[src/rtl/kmeans_pkg.sv]
`default_nettype none
// ============================================================================
// Package  : kmeans_pkg
// Brief    : FSM encoding and width helpers for the k-means engine.
//            KMEANS_SQ_DIST_EN widens the distance and deepens the pipeline.
// Revision : 1.0
// ============================================================================
package kmeans_pkg;

  typedef enum logic [2:0] {
    ST_IDLE   = 3'd0,
    ST_CLEAR  = 3'd1,
    ST_FETCH  = 3'd2,
    ST_DRAIN  = 3'd3,
    ST_UPDATE = 3'd4,
    ST_CHECK  = 3'd5,
    ST_DONE   = 3'd6
  } state_t;

`ifdef KMEANS_SQ_DIST_EN
  localparam int c_PIPE_DEPTH = 4;
`else
  localparam int c_PIPE_DEPTH = 3;
`endif

  function automatic int clog2(input int v);
    int r;
    r = 0;
    for (int i = 0; i < 31; i++) begin
      if ((1 << r) < v) r = r + 1;
    end
    return r;
  endfunction

  function automatic int dist_w(input int data_w, input int n);
`ifdef KMEANS_SQ_DIST_EN
    return 2 * data_w + clog2(n);
`else
    return data_w + clog2(n);
`endif
  endfunction

  function automatic int acc_w(input int data_w, input int qty_w);
    return data_w + qty_w + 1;
  endfunction

  function automatic int cnt_w(input int qty_w);
    return qty_w + 1;
  endfunction

endpackage
`default_nettype wire

[src/rtl/kmeans_seq_div.sv]
`default_nettype none
// ============================================================================
// Module   : kmeans_seq_div
// Brief    : Restoring unsigned divider, one quotient bit per cycle.
// Revision : 1.0
// ============================================================================
module kmeans_seq_div
  import kmeans_pkg::*;
#(
  parameter int W = 17
) (
  input  logic         clk,
  input  logic         rst,
  input  logic         i_start,
  input  logic [W-1:0] i_dividend,
  input  logic [W-1:0] i_divisor,
  output logic         o_busy,
  output logic         o_done,
  output logic [W-1:0] o_quotient
);

  localparam int c_CW = clog2(W + 1);

  logic [W-1:0]    r_quo;
  logic [W-1:0]    r_rem;
  logic [W-1:0]    r_div;
  logic [c_CW-1:0] r_cnt;
  logic            r_busy;
  logic            r_done;
  logic [W:0]      w_shift;
  logic [W-1:0]    w_sub;
  logic            w_ge;

  // The remainder is always below the divisor, so the low W bits of the
  // difference are exact whenever the subtraction is taken.
  assign w_shift = {r_rem, r_quo[W-1]};
  assign w_ge    = (w_shift >= {1'b0, r_div});
  assign w_sub   = w_shift[W-1:0] - r_div;

  always_ff @(posedge clk) begin
    if (rst) begin
      r_quo  <= '0;
      r_rem  <= '0;
      r_div  <= '0;
      r_cnt  <= '0;
      r_busy <= 1'b0;
      r_done <= 1'b0;
    end else begin
      r_done <= 1'b0;
      if (i_start && !r_busy) begin
        r_quo  <= i_dividend;
        r_rem  <= '0;
        r_div  <= i_divisor;
        r_cnt  <= c_CW'(W);
        r_busy <= 1'b1;
      end else if (r_busy) begin
        r_rem <= w_ge ? w_sub : w_shift[W-1:0];
        r_quo <= {r_quo[W-2:0], w_ge};
        r_cnt <= r_cnt - c_CW'(1);
        if (r_cnt == c_CW'(1)) begin
          r_busy <= 1'b0;
          r_done <= 1'b1;
        end
      end
    end
  end

  assign o_busy     = r_busy;
  assign o_done     = r_done;
  assign o_quotient = r_quo;

endmodule
`default_nettype wire

[src/rtl/kmeans_kn_engine.sv]
`default_nettype none
// ============================================================================
// Module   : kmeans_kn_engine
// Brief    : K-cluster, N-dimension k-means engine fed from a sync point memory.
//            Define KMEANS_SQ_DIST_EN for squared-Euclidean distance (else L1).
// Revision : 1.0
// ============================================================================
module kmeans_kn_engine
  import kmeans_pkg::*;
#(
  parameter int                    K         = 2,
  parameter int                    N         = 5,
  parameter int                    DATA_W    = 8,
  parameter int                    QTY_W     = 8,
  parameter int                    QTY       = 256,
  parameter int                    MAX_ITER  = 16,
  parameter logic [K*N*DATA_W-1:0] CENT_INIT = '0
) (
  input  logic                         clk,
  input  logic                         rst,
  input  logic                         i_start,
  output logic                         o_rd_en,
  output logic [QTY_W-1:0]             o_rd_addr,
  input  logic [N*DATA_W-1:0]          i_rd_data,
  output logic                         o_busy,
  output logic                         o_done,
  output logic                         o_converged,
  output logic [clog2(MAX_ITER+1)-1:0] o_iter_count,
  output logic [K*N*DATA_W-1:0]        o_centroids
);

  localparam int c_NC     = K * N;
  localparam int c_DIST_W = dist_w(DATA_W, N);
  localparam int c_ACC_W  = acc_w(DATA_W, QTY_W);
  localparam int c_CNT_W  = cnt_w(QTY_W);
  localparam int c_IT_W   = clog2(MAX_ITER + 1);
  localparam int c_KW     = clog2(K);
  localparam int c_DW     = (N > 1) ? clog2(N) : 1;
  localparam int c_IW     = clog2(c_NC);

  state_t                r_state, w_next;
  logic [c_CNT_W-1:0]    r_fcnt;
  logic [2:0]            r_drain;
  logic [c_KW-1:0]       r_uk;
  logic [c_DW-1:0]       r_ud;
  logic [c_IW-1:0]       w_uidx;
  logic                  r_uwait, r_changed, r_done, r_conv;
  logic [c_IT_W-1:0]     r_iter;
  logic [DATA_W-1:0]     r_cent [c_NC];
  logic [c_ACC_W-1:0]    r_sum  [c_NC];
  logic [c_CNT_W-1:0]    r_cnt  [K];
  logic                  r_rdv, r_s0v, r_s1v, w_s1_v;
  logic [N*DATA_W-1:0]   r_p0, r_p1, w_s1_p;
  logic [c_DIST_W-1:0]   w_dist [K];
  logic [c_DIST_W-1:0]   r_dist [K];
  logic [c_KW-1:0]       w_best;
  logic [c_DIST_W-1:0]   w_bestd;
  logic                  w_cnt_zero, w_div_start, w_div_busy, w_div_done;
  logic                  w_upd_adv, w_upd_last;
  logic [c_ACC_W-1:0]    w_quo;

  function automatic logic [DATA_W-1:0] absdiff(input logic [DATA_W-1:0] a,
                                                input logic [DATA_W-1:0] b);
    return (a >= b) ? (a - b) : (b - a);
  endfunction

  always_ff @(posedge clk) begin
    if (rst) r_state <= ST_IDLE;
    else     r_state <= w_next;
  end

  always_comb begin
    w_next  = r_state;
    o_busy  = 1'b1;
    o_rd_en = 1'b0;
    case (r_state)
      ST_IDLE, ST_DONE: begin
        o_busy = 1'b0;
        if (i_start) w_next = ST_CLEAR;
      end
      ST_CLEAR: w_next = ST_FETCH;
      ST_FETCH: begin
        o_rd_en = 1'b1;
        if (r_fcnt == c_CNT_W'(QTY - 1)) w_next = ST_DRAIN;
      end
      ST_DRAIN:  if (r_drain == 3'(c_PIPE_DEPTH - 1)) w_next = ST_UPDATE;
      ST_UPDATE: if (w_upd_adv && w_upd_last) w_next = ST_CHECK;
      ST_CHECK:  w_next = (!r_changed || (r_iter == c_IT_W'(MAX_ITER - 1))) ? ST_DONE : ST_CLEAR;
      default:   w_next = ST_IDLE;
    endcase
  end

  // Update walk: empty clusters advance immediately, others wait on the divider.
  assign w_uidx      = c_IW'(int'(r_uk) * N + int'(r_ud));
  assign w_cnt_zero  = (r_cnt[r_uk] == '0);
  assign w_div_start = (r_state == ST_UPDATE) && !r_uwait && !w_cnt_zero && !w_div_busy;
  assign w_upd_adv   = (r_state == ST_UPDATE) && (r_uwait ? w_div_done : w_cnt_zero);
  assign w_upd_last  = (r_uk == c_KW'(K - 1)) && (r_ud == c_DW'(N - 1));

  always_ff @(posedge clk) begin
    if (rst) begin
      r_fcnt    <= '0;
      r_drain   <= '0;
      r_uk      <= '0;
      r_ud      <= '0;
      r_uwait   <= 1'b0;
      r_changed <= 1'b0;
      r_iter    <= '0;
      r_done    <= 1'b0;
      r_conv    <= 1'b0;
      for (int i = 0; i < c_NC; i++) r_cent[i] <= CENT_INIT[i*DATA_W +: DATA_W];
    end else begin
      case (r_state)
        ST_IDLE, ST_DONE: begin
          if (i_start) begin
            r_iter <= '0;
            r_done <= 1'b0;
            r_conv <= 1'b0;
            for (int i = 0; i < c_NC; i++) r_cent[i] <= CENT_INIT[i*DATA_W +: DATA_W];
          end
        end
        ST_CLEAR: begin
          r_fcnt    <= '0;
          r_drain   <= '0;
          r_uk      <= '0;
          r_ud      <= '0;
          r_uwait   <= 1'b0;
          r_changed <= 1'b0;
        end
        ST_FETCH: r_fcnt  <= r_fcnt + c_CNT_W'(1);
        ST_DRAIN: r_drain <= r_drain + 3'd1;
        ST_UPDATE: begin
          if (w_div_start) r_uwait <= 1'b1;
          if (w_upd_adv) begin
            r_uwait <= 1'b0;
            if (r_uwait) begin
              r_cent[w_uidx] <= w_quo[DATA_W-1:0];
              if (w_quo != c_ACC_W'(r_cent[w_uidx])) r_changed <= 1'b1;
            end
            if (r_ud == c_DW'(N - 1)) begin
              r_ud <= '0;
              r_uk <= r_uk + c_KW'(1);
            end else begin
              r_ud <= r_ud + c_DW'(1);
            end
          end
        end
        ST_CHECK: begin
          r_iter <= r_iter + c_IT_W'(1);
          if (w_next == ST_DONE) begin
            r_done <= 1'b1;
            r_conv <= !r_changed;
          end
        end
        default: ;
      endcase
    end
  end

`ifdef KMEANS_SQ_DIST_EN
  logic [DATA_W-1:0]   w_adiff [c_NC];
  logic [DATA_W-1:0]   r_adiff [c_NC];
  logic                r_sav;
  logic [N*DATA_W-1:0] r_pa;

  always_comb begin
    for (int k = 0; k < K; k++)
      for (int d = 0; d < N; d++)
        w_adiff[k*N+d] = absdiff(r_p0[d*DATA_W +: DATA_W], r_cent[k*N+d]);
  end

  always_ff @(posedge clk) begin
    if (rst) begin
      r_sav <= 1'b0;
      r_pa  <= '0;
      for (int i = 0; i < c_NC; i++) r_adiff[i] <= '0;
    end else begin
      r_sav   <= r_s0v;
      r_pa    <= r_p0;
      r_adiff <= w_adiff;
    end
  end

  always_comb begin
    for (int k = 0; k < K; k++) begin
      w_dist[k] = '0;
      for (int d = 0; d < N; d++)
        w_dist[k] = w_dist[k] + c_DIST_W'(r_adiff[k*N+d]) * c_DIST_W'(r_adiff[k*N+d]);
    end
  end

  assign w_s1_v = r_sav;
  assign w_s1_p = r_pa;
`else
  always_comb begin
    for (int k = 0; k < K; k++) begin
      w_dist[k] = '0;
      for (int d = 0; d < N; d++)
        w_dist[k] = w_dist[k] + c_DIST_W'(absdiff(r_p0[d*DATA_W +: DATA_W], r_cent[k*N+d]));
    end
  end

  assign w_s1_v = r_s0v;
  assign w_s1_p = r_p0;
`endif

  always_ff @(posedge clk) begin
    if (rst) begin
      r_rdv <= 1'b0;
      r_s0v <= 1'b0;
      r_s1v <= 1'b0;
      r_p0  <= '0;
      r_p1  <= '0;
      for (int k = 0; k < K; k++) r_dist[k] <= '0;
    end else begin
      r_rdv  <= o_rd_en;
      r_s0v  <= r_rdv;
      r_p0   <= i_rd_data;
      r_s1v  <= w_s1_v;
      r_p1   <= w_s1_p;
      r_dist <= w_dist;
    end
  end

  // Strict less-than keeps the lowest cluster index on ties.
  always_comb begin
    w_best  = '0;
    w_bestd = r_dist[0];
    for (int k = 1; k < K; k++) begin
      if (r_dist[k] < w_bestd) begin
        w_bestd = r_dist[k];
        w_best  = c_KW'(k);
      end
    end
  end

  always_ff @(posedge clk) begin
    if (rst || (r_state == ST_CLEAR)) begin
      for (int i = 0; i < c_NC; i++) r_sum[i] <= '0;
      for (int k = 0; k < K; k++) r_cnt[k] <= '0;
    end else if (r_s1v) begin
      for (int k = 0; k < K; k++) begin
        if (w_best == c_KW'(k)) begin
          r_cnt[k] <= r_cnt[k] + c_CNT_W'(1);
          for (int d = 0; d < N; d++)
            r_sum[k*N+d] <= r_sum[k*N+d] + c_ACC_W'(r_p1[d*DATA_W +: DATA_W]);
        end
      end
    end
  end

  kmeans_seq_div #(
    .W (c_ACC_W)
  ) u_div (
    .clk        (clk),
    .rst        (rst),
    .i_start    (w_div_start),
    .i_dividend (r_sum[w_uidx]),
    .i_divisor  (c_ACC_W'(r_cnt[r_uk])),
    .o_busy     (w_div_busy),
    .o_done     (w_div_done),
    .o_quotient (w_quo)
  );

  generate
    for (genvar i = 0; i < c_NC; i++) begin : g_pack
      assign o_centroids[i*DATA_W +: DATA_W] = r_cent[i];
    end
  endgenerate

  assign o_rd_addr    = r_fcnt[QTY_W-1:0];
  assign o_done       = r_done;
  assign o_converged  = r_conv;
  assign o_iter_count = r_iter;

endmodule
`default_nettype wire

[config.mk]
export PLATFORM = sky130hd
export DESIGN_NAME = kmeans_kn_engine
export DESIGN_NICKNAME = d
export VERILOG_FILES = /design/src/rtl/kmeans_pkg.sv /design/src/rtl/kmeans_seq_div.sv /design/src/rtl/kmeans_kn_engine.sv
export SDC_FILE = /design/constraint.sdc
export NUM_CORES = 1
export LEC_CHECK = 0
export CAP_MARGIN = 10
export CORE_MARGIN = 1.5
export CORE_UTILIZATION = 30
export DETAILED_ROUTE_END_ITERATION = 8
export PLACE_DENSITY_LB_ADDON = 0.25
export SYNTH_ARGS = -nofsm -noshare
export SYNTH_HDL_FRONTEND = slang
export SYNTH_HIERARCHICAL = 1
export SYNTH_SLANG_ARGS = --single-unit
[constraint.sdc]
create_clock -name clk -period 8.5 [get_ports clk]
set_clock_uncertainty 0.2 [all_clocks]
set_input_delay 2.55 -clock clk [delete_from_list [all_inputs] [get_ports clk]]
set_output_delay 2.55 -clock clk [all_outputs]
set_load 0.05 [all_outputs]
==> reports/qor.txt <==
Outcome = finished with violations
Failing checks = DRC
Fill count = 11,620
Multi-input logic area = 19,570 sq um
Max cap viols = 0
Residual DRC = 12
Final setup vio count = 0
Worst Tran Pin Value = 1.204 ns
Num ports = 140
Core ar. = 114,500 sq um
Delay-heaviest family, CP = adder cells
Main synth FF type = edfxtp_1
Top cell type's share of synthesized area = 0.2737
Worst endpoint data arrival time = 7.05 ns
CP max stage cell = fa_1
Cell Chain, Critical Path = inv_1, ha_1, inv_1, fa_1, a21oi_1, o22ai_1, o221a_2, nor2_2, mux2_2, fa_1, inv_1, fa_1, fa_1, inv_1, ha_1, fa_1, a21o_1, a21oi_1, o21bai_1, a21oi_1, o21bai_1, a21oi_1, xor2_1, nor2_1
1st-iter DRT viols = 1,961
Skew-Pair Late Insertion Delay = 0.65 ns
Routed wire length = 110,600 um
Reg2reg start = r_p0[8]
PortBufs = 139
Vias in the first global route = 25,340
Power Dens Cells = 246.2 nW/um^2
Pleak = 15.39 nW
Syn Inst Count = 3,494
Final Max Tran Viols = 0
Overflow after GRT = 0
Asr flop ratio synth = 0
Post-CTS Repair Setup Buffers = 0
Final Critical Period = 6.744 ns
Area growth syn-to-layout = 14.85%
Drt pass-1 iters = 9
Die width = 342.9 um
Worst Setup Start Kind = flop
Worst vdd ir = 0.0002653 V
Max stage delay on crit path = 0.59 ns
Die H = 342.9 um
Total number of H-tree levels = 2
DR vias/cell = 5.074
Synth unique cells = 91
Die area = 117,600 sq um
Hold WS = 0.2347 ns
Hold Crit Class = reg -> reg
Setup TNS = 0 ns
GR Util All Layers = 0.1850
Hold Buf Count CTS = 0
# rows = 124
Fmax = 148.3 MHz
Clock Sink Count = 508
Fraction of layout cells with a size suffix above 1 = 0.07575
Final Hold Fails = 0
Initial antenna violation count = 5
EDFF count, synth = 316
Crit Path Category = reg -> reg
Antenna-violating nets left = 0
Final Wtd Congestion = 0.9265
Avg Cell Area, Syn = 9.921 sq um
Worst path required time = 8.81 ns
Pre-CTS setup slack = 1.854 ns
Gates resized, CTS repair = 0
Dpl hpwl = 84,510 um
Most numerous cell in the Yosys netlist = inv_1
Clock slew at reported path FFs = 0.06 ns
Starting density of the core = 0.3027
Hold path startpoint = r_rdv
Vias = 26,240
Ys Warns = 6
Crit end category = flop
Register area = 13,330 sq um
Post-route clock period utilization = 0.7935
Worst path buffer plus inverter count = 4
Global-route wire length before repair = 163,100 um
Final worst slack = 1.756 ns
RSZ-0062 raised after global routing = false
Drt wl/cell = 21.39 um
Yosys top cell by area = edfxtp_1
Num CTS Buffers = 60
Largest net degree at the start of global routing = 81
Synth area leaders = edfxtp_1 27%, dfxtp_1 11%, ha_1 11%
CP max FO = 10
Most numerous cell on the critical path = fa_1
Register bit total from synthesis = 508
Critical Path Source = r_p0[8]
Layout net count = 4,020
Register area share after synthesis = 0.3846
Clk buf depth = 3
Commonest cells post-synth = 344 x inv_1, 319 x nor2_1, 316 x edfxtp_1
CTS root buf = clkbuf_16
Max transition margin = 0.1977
CTS tree = built
Post-Syn Area = 34,660 sq um
## kinds of logic after synthesis
family	share of synthesized area
buf+inv	0.05414
xor+xnor	0.05403
compound gates	0.1202
fa+ha+maj	0.1506
flops	0.3846
simple gates	0.1599
other cells	0.0001082
mux	0.07648
## registers in the layout, summed over array words and instances (netlist names), 3 cells and up, named ones only
name	flops
o_iter_count	5
r_cnt	18
u_div/r_rem	17
r_p0	40
r_sum	170
r_state	3
u_div/r_cnt	5
u_div/r_div	17
r_p1	40
r_dist	22
r_cent	128
r_fcnt	9
r_ud	3
u_div/o_quotient	17
r_drain	3
## area by class of cell
class	count	area share
Clock inverter	30	0.008234
Sequential cell	508	0.3349
Timing Repair Buffer	173	0.04127
Inverter	346	0.03262
Multi-Input combinational cell	2517	0.4917
Clock buffer	83	0.04356
Antenna cell	3	0.0001886
Tap cell	1512	0.04752
## stage by stage
stage | total power [mW] | cells | utilization | instance area, sq um
final | 9.803 | 5172 | 0.3477 | 39810
after global routing | 10.42 | 5169 | 0.3476 | 39800
after CTS | 9.887 | 5168 | 0.3476 | 39800
after detailed placement | 7.126 | 5055 | 0.3296 | 37740
after global placement | 7.148 | 5054 | 0.3295 | 37730
after floorplan | 5.923 | 3501 | - | 34690
## worst reg2reg max path: cells and delay by family, from the launching register on
kind	cells	cell delay [ns]
adder cells (fa/ha/maj)	7	2.89
AO/OA/AOI/OAI	9	1.81
AND/OR/NAND/NOR	2	0.50
multiplexers	1	0.41
flip-flops	1	0.34
buffers and inverters	4	0.32
XOR/XNOR	1	0.17
## layer usage
layer  share of wire  wire length (um)  track usage
met5         0.00089                99     0.005208
met4           0.033              3703      0.05874
met3           0.067              7393      0.03502
met2            0.44             48300       0.2849
met1            0.46             51150       0.2600
## layout by cell type (no fill, tap or decap), drive strengths merged, types with 35 or more instances in the layout
cell	instances
mux2i	65
o21ai	139
dfxtp	192
xor2	82
ha	294
a21o	46
nor2	320
buf	35
inv	346
xnor2	131
o211ai	35
fa	77
nor3	108
and3	46
mux4	74
a31oi	45
nor2b	135
clkbuf	83
a21oi	195
a211oi	41
edfxtp	316
clkdlybuf4s50	138
and2	89
nand3	54
nand2	220
## where the power goes
part | internal, mW | switching [mW]
Sequential | 2.81 | 0.176
Clock | 1.61 | 1.12
Combinational | 1.63 | 2.47
Total | 6.04 | 3.76
## path summary, 6_finish.rpt
path	endpoint	depth (start not counted)	slack, ns
worst min-delay path	r_s0v	1	0.23
worst max register to register	r_dist[20]	24	1.76
worst min register to register	r_s0v	1	0.23
worst max-delay path	r_dist[20]	24	1.76
Note: power is estimated with default switching activity, not from simulation.
